==> config.mk <==
export PLATFORM = sky130hd
export DESIGN_NAME = mem_ctrl_16x1024
export DESIGN_NICKNAME = d
export VERILOG_FILES = /design/src/rtl/mem_ctrl_pkg.sv /design/src/rtl/mem_burst_cnt.sv /design/src/rtl/mem_ctrl_16x1024.sv
export SDC_FILE = /design/constraint.sdc
export NUM_CORES = 1
export LEC_CHECK = 0
export ABC_AREA = 1
export BUFFER_PORTS_ARGS = -buffer_cell sky130_fd_sc_hd__buf_4
export CAP_MARGIN = 20
export CORE_MARGIN = 3
export CORE_UTILIZATION = 40
export DETAILED_ROUTE_END_ITERATION = 10
export PLACE_DENSITY = 0.77
export SYNTH_ARGS = -nofsm -noshare
export SYNTH_HDL_FRONTEND = slang
export SYNTH_SLANG_ARGS = --single-unit
==> constraint.sdc <==
create_clock -name clk -period 1.9 [get_ports clk]
set_clock_uncertainty 0.2 [all_clocks]
set_input_delay 0 -clock clk [delete_from_list [all_inputs] [get_ports clk]]
set_output_delay 0 -clock clk [all_outputs]
set_load 0.02 [all_outputs]
==> src/rtl/mem_ctrl_pkg.sv <==
// Shared definitions for the 16x1024 RAM initiator: state encoding, default
// widths and the saturation value of the optional performance counters.
package mem_ctrl_pkg;

  localparam int ADDR_W_DEF = 10;
  localparam int DATA_W_DEF = 16;
  localparam int LEN_W_DEF  = 4;

  localparam int STATE_W = 3;
  typedef logic [STATE_W-1:0] state_t;

  localparam state_t ST_IDLE  = 3'd0;
  localparam state_t ST_WRITE = 3'd1;
  localparam state_t ST_READ  = 3'd2;
  localparam state_t ST_DRAIN = 3'd3;
  localparam state_t ST_WDONE = 3'd4;

  localparam logic [15:0] PERF_SAT = 16'hFFFF;

endpackage

==> src/rtl/mem_burst_cnt.sv <==
// Burst address/beat counter: loadable RAM address that wraps modulo 2^ADDR_W
// plus a down-counting beat counter whose zero value flags the last beat.
module mem_burst_cnt #(
  parameter int ADDR_W = 10,
  parameter int LEN_W  = 4
) (
  input  logic              clk,
  input  logic              rst_n,
  input  logic              load,
  input  logic [ADDR_W-1:0] load_addr,
  input  logic [LEN_W-1:0]  load_len,
  input  logic              step,
  output logic [ADDR_W-1:0] addr,
  output logic              last
);

  logic [ADDR_W-1:0] addr_q, addr_d;
  logic [LEN_W-1:0]  cnt_q, cnt_d;

  always_comb begin
    addr_d = addr_q;
    cnt_d  = cnt_q;
    if (load) begin
      addr_d = load_addr;
      cnt_d  = load_len;
    end else if (step) begin
      addr_d = addr_q + ADDR_W'(1);
      // Hold at zero so the final step of a read burst leaves the counter clean.
      if (cnt_q != '0) cnt_d = cnt_q - LEN_W'(1);
    end
  end

  always_ff @(posedge clk or negedge rst_n) begin
    if (!rst_n) begin
      addr_q <= '0;
      cnt_q  <= '0;
    end else begin
      addr_q <= addr_d;
      cnt_q  <= cnt_d;
    end
  end

  assign addr = addr_q;
  assign last = (cnt_q == '0);

endmodule

==> src/rtl/mem_ctrl_16x1024.sv <==
// CPU-side load/store burst initiator for the 16x1024 single-port RAM.
// Optional perf counters are enabled by defining MEM_CTRL_PERF_CNT_EN.
module mem_ctrl_16x1024
  import mem_ctrl_pkg::*;
#(
  parameter int ADDR_W = ADDR_W_DEF,
  parameter int DATA_W = DATA_W_DEF,
  parameter int LEN_W  = LEN_W_DEF
) (
  input  logic              clk,
  input  logic              rst_n,
  input  logic              req_valid,
  output logic              req_ready,
  input  logic              req_write,
  input  logic [ADDR_W-1:0] req_addr,
  input  logic [LEN_W-1:0]  req_len,
  input  logic              wr_valid,
  output logic              wr_ready,
  input  logic [DATA_W-1:0] wr_data,
  output logic              rd_valid,
  output logic [DATA_W-1:0] rd_data,
  output logic              done,
  output logic              ram_read_en,
  output logic              ram_write_en,
  output logic [ADDR_W-1:0] ram_addr,
  output logic [DATA_W-1:0] ram_din,
  input  logic [DATA_W-1:0] ram_dout
`ifdef MEM_CTRL_PERF_CNT_EN
  ,
  output logic [15:0]       perf_rd_cnt,
  output logic [15:0]       perf_wr_cnt
`endif
);

  state_t state_q, state_d;
  logic   rd_vld_p1_q, rd_vld_p1_d;
  logic   cnt_load, cnt_step, cnt_last;

  mem_burst_cnt #(
    .ADDR_W (ADDR_W),
    .LEN_W  (LEN_W)
  ) u_burst_cnt (
    .clk       (clk),
    .rst_n     (rst_n),
    .load      (cnt_load),
    .load_addr (req_addr),
    .load_len  (req_len),
    .step      (cnt_step),
    .addr      (ram_addr),
    .last      (cnt_last)
  );

  always_ff @(posedge clk or negedge rst_n) begin
    if (!rst_n) begin
      state_q     <= ST_IDLE;
      rd_vld_p1_q <= 1'b0;
    end else begin
      state_q     <= state_d;
      rd_vld_p1_q <= rd_vld_p1_d;
    end
  end

  always_comb begin
    state_d = state_q;
    case (state_q)
      ST_IDLE:  if (req_valid) state_d = req_write ? ST_WRITE : ST_READ;
      ST_WRITE: if (wr_valid && cnt_last) state_d = ST_WDONE;
      ST_READ:  if (cnt_last) state_d = ST_DRAIN;
      ST_DRAIN: state_d = ST_IDLE;
      ST_WDONE: state_d = ST_IDLE;
      default:  state_d = ST_IDLE;
    endcase
  end

  always_comb begin
    req_ready    = 1'b0;
    wr_ready     = 1'b0;
    ram_write_en = 1'b0;
    ram_read_en  = 1'b0;
    ram_din      = '0;
    done         = 1'b0;
    cnt_load     = 1'b0;
    cnt_step     = 1'b0;
    case (state_q)
      ST_IDLE: begin
        req_ready = 1'b1;
        cnt_load  = req_valid;
      end
      ST_WRITE: begin
        wr_ready     = 1'b1;
        ram_write_en = wr_valid;
        ram_din      = wr_data;
        cnt_step     = wr_valid;
      end
      ST_READ: begin
        ram_read_en = 1'b1;
        cnt_step    = 1'b1;
      end
      // DRAIN covers the RAM's registered read: last beat and done coincide.
      ST_DRAIN: done = 1'b1;
      ST_WDONE: done = 1'b1;
      default: ;
    endcase
  end

  // p1: read data returns one cycle after the read enable
  assign rd_vld_p1_d = ram_read_en;
  assign rd_valid    = rd_vld_p1_q;
  assign rd_data     = ram_dout;

`ifdef MEM_CTRL_PERF_CNT_EN
  logic [15:0] perf_rd_q, perf_rd_d;
  logic [15:0] perf_wr_q, perf_wr_d;

  function automatic logic [15:0] sat_inc(input logic [15:0] v, input logic en);
    if (en && (v != PERF_SAT)) return v + 16'd1;
    return v;
  endfunction

  always_comb begin
    perf_rd_d = sat_inc(perf_rd_q, ram_read_en);
    perf_wr_d = sat_inc(perf_wr_q, ram_write_en);
  end

  always_ff @(posedge clk or negedge rst_n) begin
    if (!rst_n) begin
      perf_rd_q <= '0;
      perf_wr_q <= '0;
    end else begin
      perf_rd_q <= perf_rd_d;
      perf_wr_q <= perf_wr_d;
    end
  end

  assign perf_rd_cnt = perf_rd_q;
  assign perf_wr_cnt = perf_wr_q;
`endif

endmodule

==> results.md <==
- Outcome: complete, no violations
- DIE AREA: 4490 um2
- Core area: 3468 um2
- IO buf count: 66
- Ys async rst share: 100.0%
- Clock Sinks: 18
- Syn_area_per_cell: 6.127 um2
- R2R depth: 8
- Residual DRC: 0
- Tcrit/Tclk final: 89.89%
- GRT overflow: 0
- Vias in the first global route: 1,534
- Worst Path Arrival: 1.66 ns
- First-pass GRT wire length: 6617 um
- Largest net degree at the start of global routing: 19
- Reg2Reg Launch Point: state_q[0]
- Die H: 67.01 um
- Synthesis-to-finish area growth: 53.87%
- Critical path's top delay family: simple AND/OR/NAND/NOR gates
- HPWL Detailed: 2859 um
- Layout cells sized above 1: 26.75%
- EDFF count, synth: 0
- Final WL: 4209 um
- Worst slew margin: 45.12%
- RSZ-0062 raised after global routing: no
- Min-delay src: req_valid
- Critical Path Start: state_q[0]
- H-tree Lvls: 1
- Via density: 4.651
- CTS Root Cell: clkbuf_8
- Crit start category: flop
- Initial antenna violation count: 0
- Final hold slack: 0.006446 ns
- Seq cells post-synth: 18
- Critical Path Fanout Max: 13
- Critical path's largest stage delay: 0.44 ns
- Post-synth top area cell: dfrtp_1
- Crit-path slowest cell: dfrtp_1
- Ys flop type: dfrtp_1
- RePlAce Congestion: 0.8362
- HP Class: in -> reg
- Fin. Hold Viols: 0
- CTS Buf Count: 3
- Remaining antenna violation count after routing: 0
- Starting Density: 42.93%
- Post-Syn Nets: 296
- Max-slew violations: 0
- Worst-skew pair later-pin latency: 0.25 ns
- Clk buf depth: 2
- Yosys warns: 0
- Commonest cells post-synth: 80 x nand2_1, 42 x inv_1, 28 x nor2_1
- Worst reg-to-reg setup slack: 0.19 ns
- PwrDens: 1470 nW/um2
- CP required: 1.85 ns
- Synthesized instance count: 243
- Mapped Area: 1489 um2
- TritonCTS clock tree: done
- Fmax achieved: 585.5 MHz
- Vias: 1,744
- Worst Max-Slew Pin Slew: 0.8205 ns
- Post-synth top area share: 30.25%
- CP Buf/Inv Count: 2
- Crit path kind: reg -> reg
- Antenna Cells: 0
- # resized after CTS: 0
- # IOs: 99
- Clock Pin Slew Worst Setup and Hold Paths: 0.07 ns
- Max VDD drop: 0.8282 mV
- Most frequent cell on the critical path: nand2_1
- Setup TNS: 0 ns
- Top cells by area, synth: dfrtp_1 30%, nand2_1 20%, inv_1 11%, buf_4 8.6%, nor2_1 7.1%
- Count leader, synth: nand2_1
- Post-synthesis cell type count: 21
- Instance count on the critical path: 8
- Max-Cap Viols: 0
- # fillers: 315
- Static Leak: 1.341 nW
- Setup-failing EPs final: 0
- Wire per inst: 11.22 um
- DR iter-0 viols: 69
- Worst path cell trace: nor2_2 -> nand3_2 -> inv_2 -> nand2_1 -> nand2_2 -> inv_2 -> nand2_1 -> nand2_1
- Nets: 384
- Die Wd: 67.01 um
- Sequential area share after synthesis: 30.25%
- Row cnt: 21
- Final Critical Period: 1.708 ns
- GRT Resource Usage Total: 19.04%
- Worst setup EP type: flop
- Drt pass-1 iters: 4
- Hold depth: 5
## cell families (layout without fill, tap and decap cells)
family | Yosys count | in the layout | share of synthesized area, %
DFF | 18 | 18 | 30.25
adders and majority gates | 2 | 2 | 1.680
AOI/OAI and AO/OA | 13 | 13 | 4.790
buffers and inverters | 68 | 154 | 22.52
and+or+nand+nor | 142 | 142 | 40.76
## through the flow
stage / cell area [um2] / power [mW] / util (%) / std cells / setup WS (ns)
2_1_floorplan: 1489 / 2.347 / - / 243 / 0.3723
3_3_place_gp: 1909 / 2.993 / 55.05 / 338 / 0.2586
3_5_place_dp: 1909 / 3.027 / 55.05 / 338 / 0.2010
4_1_cts: 2291 / 3.390 / 66.05 / 375 / 0.1832
5_1_grt: 2291 / 3.731 / 66.05 / 375 / 0.003249
6_report: 2291 / 3.369 / 66.05 / 375 / 0.1920
## worst paths after layout
| path | to |
|---|---|
| hold / removal | state_q[2] |
| setup reg to reg | u_burst_cnt.addr[8] |
| max in group asynchronous | u_burst_cnt.cnt_q[1] |
| setup / recovery | u_burst_cnt.addr[8] |
| hold reg to reg | u_burst_cnt.cnt_q[1] |
| min in group asynchronous | u_burst_cnt.addr[7] |
## metal layers
layer | track usage (%) | vias to the layer above | routed length, um
met3 | 3.541 | 7 | 468
li1 | - | 885 | -
met2 | 34.60 | 94 | 2032
met1 | 22.13 | 758 | 1653
met4 | 6.076 | 0 | 56
met5 | 0 | - | 0
## registers in the layout (all words and copies together) (netlist names)
name and cells:
rd_valid 1, state_q 3, u_burst_cnt.addr 10, u_burst_cnt.cnt_q 4
## area by class of cell
type / count / area [um2] / area share (%)
Sequential cell: 18 / 450.4 / 19.66
Tap cell: 46 / 57.56 / 2.512
Multi-Input combinational cell: 157 / 703.2 / 30.69
Inverter: 48 / 180.2 / 7.865
Clock buffer: 3 / 41.29 / 1.802
Timing Repair Buffer: 103 / 858.3 / 37.47
## placed cells by master (no fill, tap or decap), drive strengths merged
master,Yosys,routed
nor2,30,30
o21ai,11,11
buf,20,69
nand2,85,85
o211ai,1,1
o2bb2ai,1,1
dfrtp,18,18
ha,2,2
dlygate4sd3,0,34
nand4,3,3
nand3,21,21
inv,48,48
clkbuf,0,3
or2,3,3
## power by group
part           internal (mW)  leakage (nW)  switching, mW  total [mW]
clock network          0.141        0.0216          0.129       0.270
registers              0.579         0.226          0.233       0.812
logic                  0.901          1.09           1.39        2.29
## worst min-delay path: cells and delay by family
| kind | cells | cell delay [ns] |
|---|---|---|
| AND/OR/NAND/NOR | 3 | 0.24 |
| buffers and inverters | 2 | 0.16 |
## repair_timing
action / 4_1_cts / 5_1_grt
hold buffers: 34 / 0
setup buffers: 0 / 0
hold endpoints to repair: 51 / 0
Power figures use the tool's default switching activity.
